## src/rtl/rgu_apb_master.sv

```systemverilog
// rgu_apb_master: single-outstanding APB requester for the RGU register bus.
// It rejects misaligned commands locally and aborts ACCESS after TIMEOUT wait states.
module rgu_apb_master #(
  parameter int ADDR_W  = 12,
  parameter int DATA_W  = 32,
  parameter int TIMEOUT = 255
) (
  input  logic              PCLK,
  input  logic              PRESETn,
  input  logic              cmd_valid,
  output logic              cmd_ready,
  input  logic [ADDR_W-1:0] cmd_addr,
  input  logic              cmd_write,
  input  logic [DATA_W-1:0] cmd_wdata,
  output logic              rsp_valid,
  input  logic              rsp_ready,
  output logic [DATA_W-1:0] rsp_rdata,
  output logic              rsp_err,
  output logic              rsp_timeout,
  output logic [ADDR_W-1:0] PADDR,
  output logic              PWRITE,
  output logic [DATA_W-1:0] PWDATA,
  output logic              PSEL,
  output logic              PENABLE,
  input  logic [DATA_W-1:0] PRDATA,
  input  logic              PREADY,
  input  logic              PSLVERR
);
  localparam logic [1:0] IDLE = 2'd0, SETUP = 2'd1, ACCESS = 2'd2, RESP = 2'd3;
  localparam int CNT_W = (TIMEOUT > 0) ? $clog2(TIMEOUT + 1) : 1;
  localparam logic [CNT_W-1:0] CNT_LAST = CNT_W'((TIMEOUT > 0) ? TIMEOUT - 1 : 0);
  logic [1:0]        state_q, state_d;
  logic [ADDR_W-1:0] paddr_q, paddr_d;
  logic              pwrite_q, pwrite_d;
  logic [DATA_W-1:0] pwdata_q, pwdata_d;
  logic [CNT_W-1:0]  cnt_q, cnt_d;
  logic [DATA_W-1:0] rdata_q, rdata_d;
  logic              err_q, err_d, to_q, to_d;
  logic              expire;
  assign cmd_ready   = (state_q == IDLE) & PRESETn;
  assign rsp_valid   = state_q == RESP;
  assign PSEL        = (state_q == SETUP) | (state_q == ACCESS);
  assign PENABLE     = state_q == ACCESS;
  assign PADDR       = paddr_q;
  assign PWRITE      = pwrite_q;
  assign PWDATA      = pwdata_q;
  assign rsp_rdata   = rdata_q;
  assign rsp_err     = err_q;
  assign rsp_timeout = to_q;
  // PREADY takes priority, so a completion in the last allowed cycle is not an abort
  assign expire = (TIMEOUT != 0) && !PREADY && (cnt_q == CNT_LAST);
  always_comb begin
    state_d  = state_q;
    paddr_d  = paddr_q;
    pwrite_d = pwrite_q;
    pwdata_d = pwdata_q;
    cnt_d    = cnt_q;
    rdata_d  = rdata_q;
    err_d    = err_q;
    to_d     = to_q;
    case (state_q)
      IDLE: if (cmd_valid && cmd_ready) begin
        if (cmd_addr[1:0] == 2'b00) begin
          state_d  = SETUP;
          paddr_d  = cmd_addr;
          pwrite_d = cmd_write;
          pwdata_d = cmd_wdata;
          cnt_d    = '0;
        end else begin
          state_d = RESP;
          rdata_d = '0;
          err_d   = 1'b1;
          to_d    = 1'b0;
        end
      end
      SETUP: state_d = ACCESS;
      ACCESS: begin
        if (!PREADY) cnt_d = cnt_q + 1'b1;
        if (PREADY) begin
          state_d = RESP;
          err_d   = PSLVERR;
          to_d    = 1'b0;
          rdata_d = (!pwrite_q && !PSLVERR) ? PRDATA : '0;
        end else if (expire) begin
          state_d = RESP;
          err_d   = 1'b1;
          to_d    = 1'b1;
          rdata_d = '0;
        end
      end
      default: if (rsp_ready) state_d = IDLE;
    endcase
  end
  always_ff @(posedge PCLK) begin
    if (!PRESETn) begin
      state_q  <= IDLE;
      paddr_q  <= '0;
      pwrite_q <= 1'b0;
      pwdata_q <= '0;
      cnt_q    <= '0;
      rdata_q  <= '0;
      err_q    <= 1'b0;
      to_q     <= 1'b0;
    end else begin
      state_q  <= state_d;
      paddr_q  <= paddr_d;
      pwrite_q <= pwrite_d;
      pwdata_q <= pwdata_d;
      cnt_q    <= cnt_d;
      rdata_q  <= rdata_d;
      err_q    <= err_d;
      to_q     <= to_d;
    end
  end
endmodule

```

## config.mk

```make
export PLATFORM = sky130hd
export DESIGN_NAME = rgu_apb_master
export DESIGN_NICKNAME = d
export VERILOG_FILES = /design/src/rtl/rgu_apb_master.sv
export SDC_FILE = /design/constraint.sdc
export NUM_CORES = 1
export LEC_CHECK = 0
export ABC_CLOCK_PERIOD_IN_PS = 2200
export CAP_MARGIN = 15
export CORE_UTILIZATION = 42
export CTS_CLUSTER_DIAMETER = 40
export DETAILED_ROUTE_END_ITERATION = 12
export PLACE_DENSITY_LB_ADDON = 0.1
export SYNTH_ARGS = -nofsm -noshare
export SYNTH_HDL_FRONTEND = slang
export SYNTH_SLANG_ARGS = --single-unit
```

## constraint.sdc

```tcl
create_clock -name PCLK -period 2.2 [get_ports PCLK]
set_input_delay 0.22 -clock PCLK [delete_from_list [all_inputs] [get_ports PCLK]]
set_output_delay 0.22 -clock PCLK [all_outputs]
set_load 0.05 [all_outputs]
```

### Word level (Yosys, flattened, before mapping)

Cells that the tools add are included.

* flip-flop bits (word level): 89
* input bits: 83
* output and inout port bits: 83

* equal/unequal tests: 9
* reduce and logical (&&, ||, !) cells: 14
* bitwise logic cells: 2
* multiplexer cells: 25
* add/sub/neg operators: 1

Operator list (number)
* two-way mux 32 bit: 5
* one-hot mux 32 bit (2 select lines): 1
* two-way mux 8 bit: 3
* one-hot mux 8 bit (2 select lines): 1
* two-way mux 2 bit: 5
* adder 8 x 1 -> 8 bit, second input constant: 1
* == test 8 bit, second input constant: 1
* AND reduction 4 bit: 2
* two-way mux 1 bit: 7
* one-hot mux 2 bit (3 select lines): 1
* AND reduction 3 bit: 2
* == test 2 bit, second input constant: 2
* zero test 2 bit: 2
* != test 2 x 1 -> 1 bit, second input constant: 2
* != test 2 bit, second input constant: 2
* one-hot mux 1 bit (2 select lines): 2
* nonzero test 4 bit: 1
* logical AND 1 bit: 3
* zero test 1 bit: 3
* != test 3 x 1 -> 1 bit, second input constant: 1
* == test 2 x 1 -> 1 bit, second input constant: 1
* nonzero test 2 bit: 1
* AND 1 bit: 1
* bitwise OR 1 bit: 1

### Longest topological paths before layout

* depth in word-level cells: 5
* mapped depth: 8
* depth with buffers taken out: 6

### Worst setup path after synthesis

No wires, ideal clock.

* path type: reg2reg
* start point: register state_q[0]
* end point: register cnt_q[4]
* cell stages (with the launch flop): 8
* required time: 2.125 ns
* library setup time: 0.075 ns
* clock period less this slack: 2.071 ns
* buffers on the path: 1
* slack: 0.129 ns
* arrival time: 1.996 ns
* path through: dfxtp_1 -> inv_1 -> ha_1 -> and2b_4 -> a21oi_2 -> buf_6 -> or4_1 -> a21oi_1

* elaborated cells between the ends (all ways): 10
* those cells by class: 4 x eq/ne; 1 x mux; 1 x bitwise; 4 x reduce/logical

RTL lines
* start: declaration: line 32 `logic [1:0] state_q, state_d;`
* start signal: assignment: line 105 `state_q <= state_d;`
* == test 2 bit *
* net PENABLE: line 24 `output logic PENABLE,`
* != test 2 bit (no source line) or nonzero test 2 bit (tied branches)
* AND reduction 4 bit (no source line)
* end signal: assignment: line 109 `cnt_q <= cnt_d;`
* end: declaration: line 36 `logic [CNT_W-1:0] cnt_q, cnt_d;`

Mark *: on every way through the listed nets, which the timed path passes. The rest lies on a longest branch.
A chain may end at the register's enable or synchronous reset.

### Worst setup path in the final report

* start point: register state_q[1]
* end point: output rsp_valid

* longest elaborated chain between the ends: 1

Ends and longest elaborated chain
* == test 2 bit: line 41 `assign rsp_valid = state_q == RESP;`
* end: declaration: line 15 `output logic rsp_valid,`

No other way between the ends.

==> flow_summary.yaml <==
critical_path:
  crit_type: "reg -> out"
  r2r_slack_ps: 270
  slowest_delay_ps: 820
  path_delay_family: "buffers and inverters"
  cpMaxStageDelayCell: "clkdlybuf4s50_1"
  required_ps: 1980
  arrival_ps: 1740
  worstPathCellList: "ha_1 > clkdlybuf4s50_1"
  cp_max_fo: 4
  crit_buf_inv: 1
  cp-end-kind: "output port"
  worstSetupStartpointType: "flop"
  crit_start: "state_q[1]"
  r2r_cells: 7
  path_depth: 2
  r2r_start: "state_q[0]"
route:
  vias: 3375
  drc: 0
  drt_first_pass_iters: 4
  route.detailed.wl_per_inst_um: 13.9
  routedLengthMet1_mm: 3.93
  route.detailed.vias_per_inst: 4.92
  highest_layer: "met4"
  wirelength_mm: 9.52
  route.antenna.remaining_nets: 0
  wl_met3_um: 897
  drtIter0Drc: 101
  wl_met2_mm: 4.55
cts:
  htreeDepth: 3
  cts_hold_buf: 0
  tritoncts: "yes"
  postCtsSetupRepairBufs: 0
  cts_buffers: 9
  clk_pin_slew_ps: 90
  clock_sinks: 89
  root_buffer: "clkbuf_8"
  clockBufferDepth: 2
  clkLatencyLatePin_ps: 350
  cts-resized-gates: 0
timing:
  relSlewSlack_pct: 63.1
  grt_setup_unrepaired: "false"
  final_max_slew_viol_count: 0
  worst_clock_skew_ps: 11.2
  period_needed_ps: 1960
  final_hold_viol_count: 0
  fmax_ghz: 0.509
  setup_viol: 0
  finalSetupTns_ps: 0
  worst_slew_pin_slew_ps: 552
  fin_crit_sh_pct: 89.3
final_layout:
  fin_nets: 666
  nFillCells: 718
  final_util_pct: 67.6
  multi_input_area_mm2: 0.00173
  layout-drive-gt1-share_pct: 5.86
  ff_latch_area_mm2: 0.00178
  synthToLayoutAreaGrowth_pct: 53.4
pwr:
  peakVddDrop_mv: 0.383
  finalPower_mw: 4.26
  p_per_area_mw_per_mm2: 752
  p_leak_nw: 2.14
global_route:
  track_usage_pct: 20.8
  grt_pass1_wl_mm: 14.8
  grt_max_degree: 58
  gr-total-overflow: 0
  grt_pass1_vias: 3189
  antenna_found_initial: 1
synth:
  synth_seq_cells: 89
  synth_cell_types: 38
  syn_inst: 420
  syn_avg_cell_area_um2: 8.79
  ys_warn_count: 0
  yosysSeqAreaShare_pct: 48.3
  netlist_area_mm2: 0.00369
  syn-num-nets: 509
floorplan:
  rows: 33
  core-area_mm2: 0.00838
  dieWidth_um: 95.8
  initial_core_util_pct: 44.1
  die_h_um: 95.8
  die-area_mm2: 0.00917
  pin_count: 166
place:
  io_buffers: 165
  dp_hpwl_mm: 6.71
  routabilityCongestion: 0.753
job:
  maxCapViolations: 0
worst_hold_path:
  min_from: "PRDATA[12]"
  hp-class: "in -> reg"
  hold_depth: 3
outcome:
  outcome: "finished, final reports clean"
synthesized netlist by cell type:
master       n  area share [%]
nor3_1       1            0.14
and3_1       3            0.51
and2_1       2            0.34
o21ai_0      6            0.81
ha_1         6             2.0
mux2i_1     36             9.8
buf_4        1            0.20
or4_1        4            0.81
or3_1        1            0.17
nor4b_4      1            0.64
o41ai_1      1            0.24
a32oi_1      1            0.24
a21oi_1      8             1.1
nor2_1       2            0.20
buf_1        1            0.10
nor4_1       1            0.17
clkbuf_1    13             1.3
or2_2        1            0.17
and2b_1      1            0.20
o31ai_1      4            0.81
o22ai_1      1            0.17
o2111ai_4    1            0.71
a31oi_1      1            0.17
a21oi_2      1            0.24
nand4_1      1            0.17
o221a_2      1            0.30
inv_1        6            0.61
dfxtp_1     89              48
nand2_1    157              16
nor2b_1      2            0.34
and2b_4      1            0.27
nand3_1      4            0.54
nand2b_1     2            0.34
a21boi_0    43             8.7
buf_2        9             1.2
buf_6        5             1.5
o211ai_1     1            0.20
or4b_1       1            0.27
worst paths after layout:
check / endpoint
hold / removal: rsp_rdata[12]
setup / recovery: rsp_valid
setup reg to reg: rsp_rdata[24]
hold reg to reg: rsp_rdata[2]
state kept, by name, indices dropped and copies added, names as in the netlist:
register / flops
PWRITE: 1
rsp_rdata: 32
PWDATA: 32
rsp_timeout: 1
state_q: 2
cnt_q: 8
rsp_err: 1
PADDR: 12
worst register-to-register path, stage by stage (launching register included):
cell and delay (ps):
dfxtp_1 380, inv_1 80, ha_1 290, and2b_4 230, a31oi_1 220, nand2b_2 190, buf_12 240, mux2i_1 240
final cells by class:
type | count | area share, %
Sequential cell | 89 | 31.5
Clock inverter | 5 | 1.88
Inverter | 6 | 0.398
Clock buffer | 9 | 2.19
Timing Repair Buffer | 175 | 31.1
Multi-Input combinational cell | 296 | 30.6
Tap cell | 105 | 2.32
Antenna cell | 1 | 0.0442
power by group:
part,internal (mW),total (mW),switching [mW]
Combinational,0.504,1.21,0.711
Sequential,1.69,1.74,0.0488
Clock,0.744,1.31,0.564
per-stage QoR:
stage                     setup WS (ps)  hold slack, ps  cells  instance area (um^2)
after floorplan                     129             359    420                  3690
after global placement              251             443    671                  5430
after detailed placement            188             455    671                  5430
after CTS                          19.7             392    685                  5660
after global routing                132             410    685                  5660
final                               235             407    686                  5660
cell usage in the layout (no fill, tap or decap), types with 2 or more instances in the layout:
master / Yosys / layout
o31ai_1: 4 / 4
clkbuf_8: 0 / 9
nand3_1: 4 / 3
and3_1: 3 / 3
nor2b_1: 2 / 2
buf_12: 0 / 3
nor2_1: 2 / 2
or4_1: 4 / 4
dfxtp_1: 89 / 89
a21boi_0: 43 / 43
clkdlybuf4s50_1: 0 / 161
nand2_1: 157 / 157
buf_4: 1 / 8
mux2i_1: 36 / 36
ha_1: 6 / 6
inv_1: 6 / 6
dlymetal6s2s_1: 0 / 2
o21ai_0: 6 / 6
a21oi_1: 8 / 8
and2_1: 2 / 2
bufinv_16: 0 / 3
cells by family after synthesis:
| kind of cell | after synthesis | synth area share, % |
|---|---|---|
| mux | 36 | 9.76 |
| buf+inv | 35 | 4.98 |
| flops | 89 | 48.3 |
| fa+ha+maj | 6 | 2.03 |
| compound gates | 69 | 13.7 |
| simple gates | 185 | 21.2 |
routing by layer:
metal	vias to the layer above	GRT usage (%)
li1	1698	-
met1	1549	23.7
met2	113	35.0
met3	15	8.14
met4	0	7.71
met5	-	0
No activity file was read; power rests on OpenSTA's default activity.
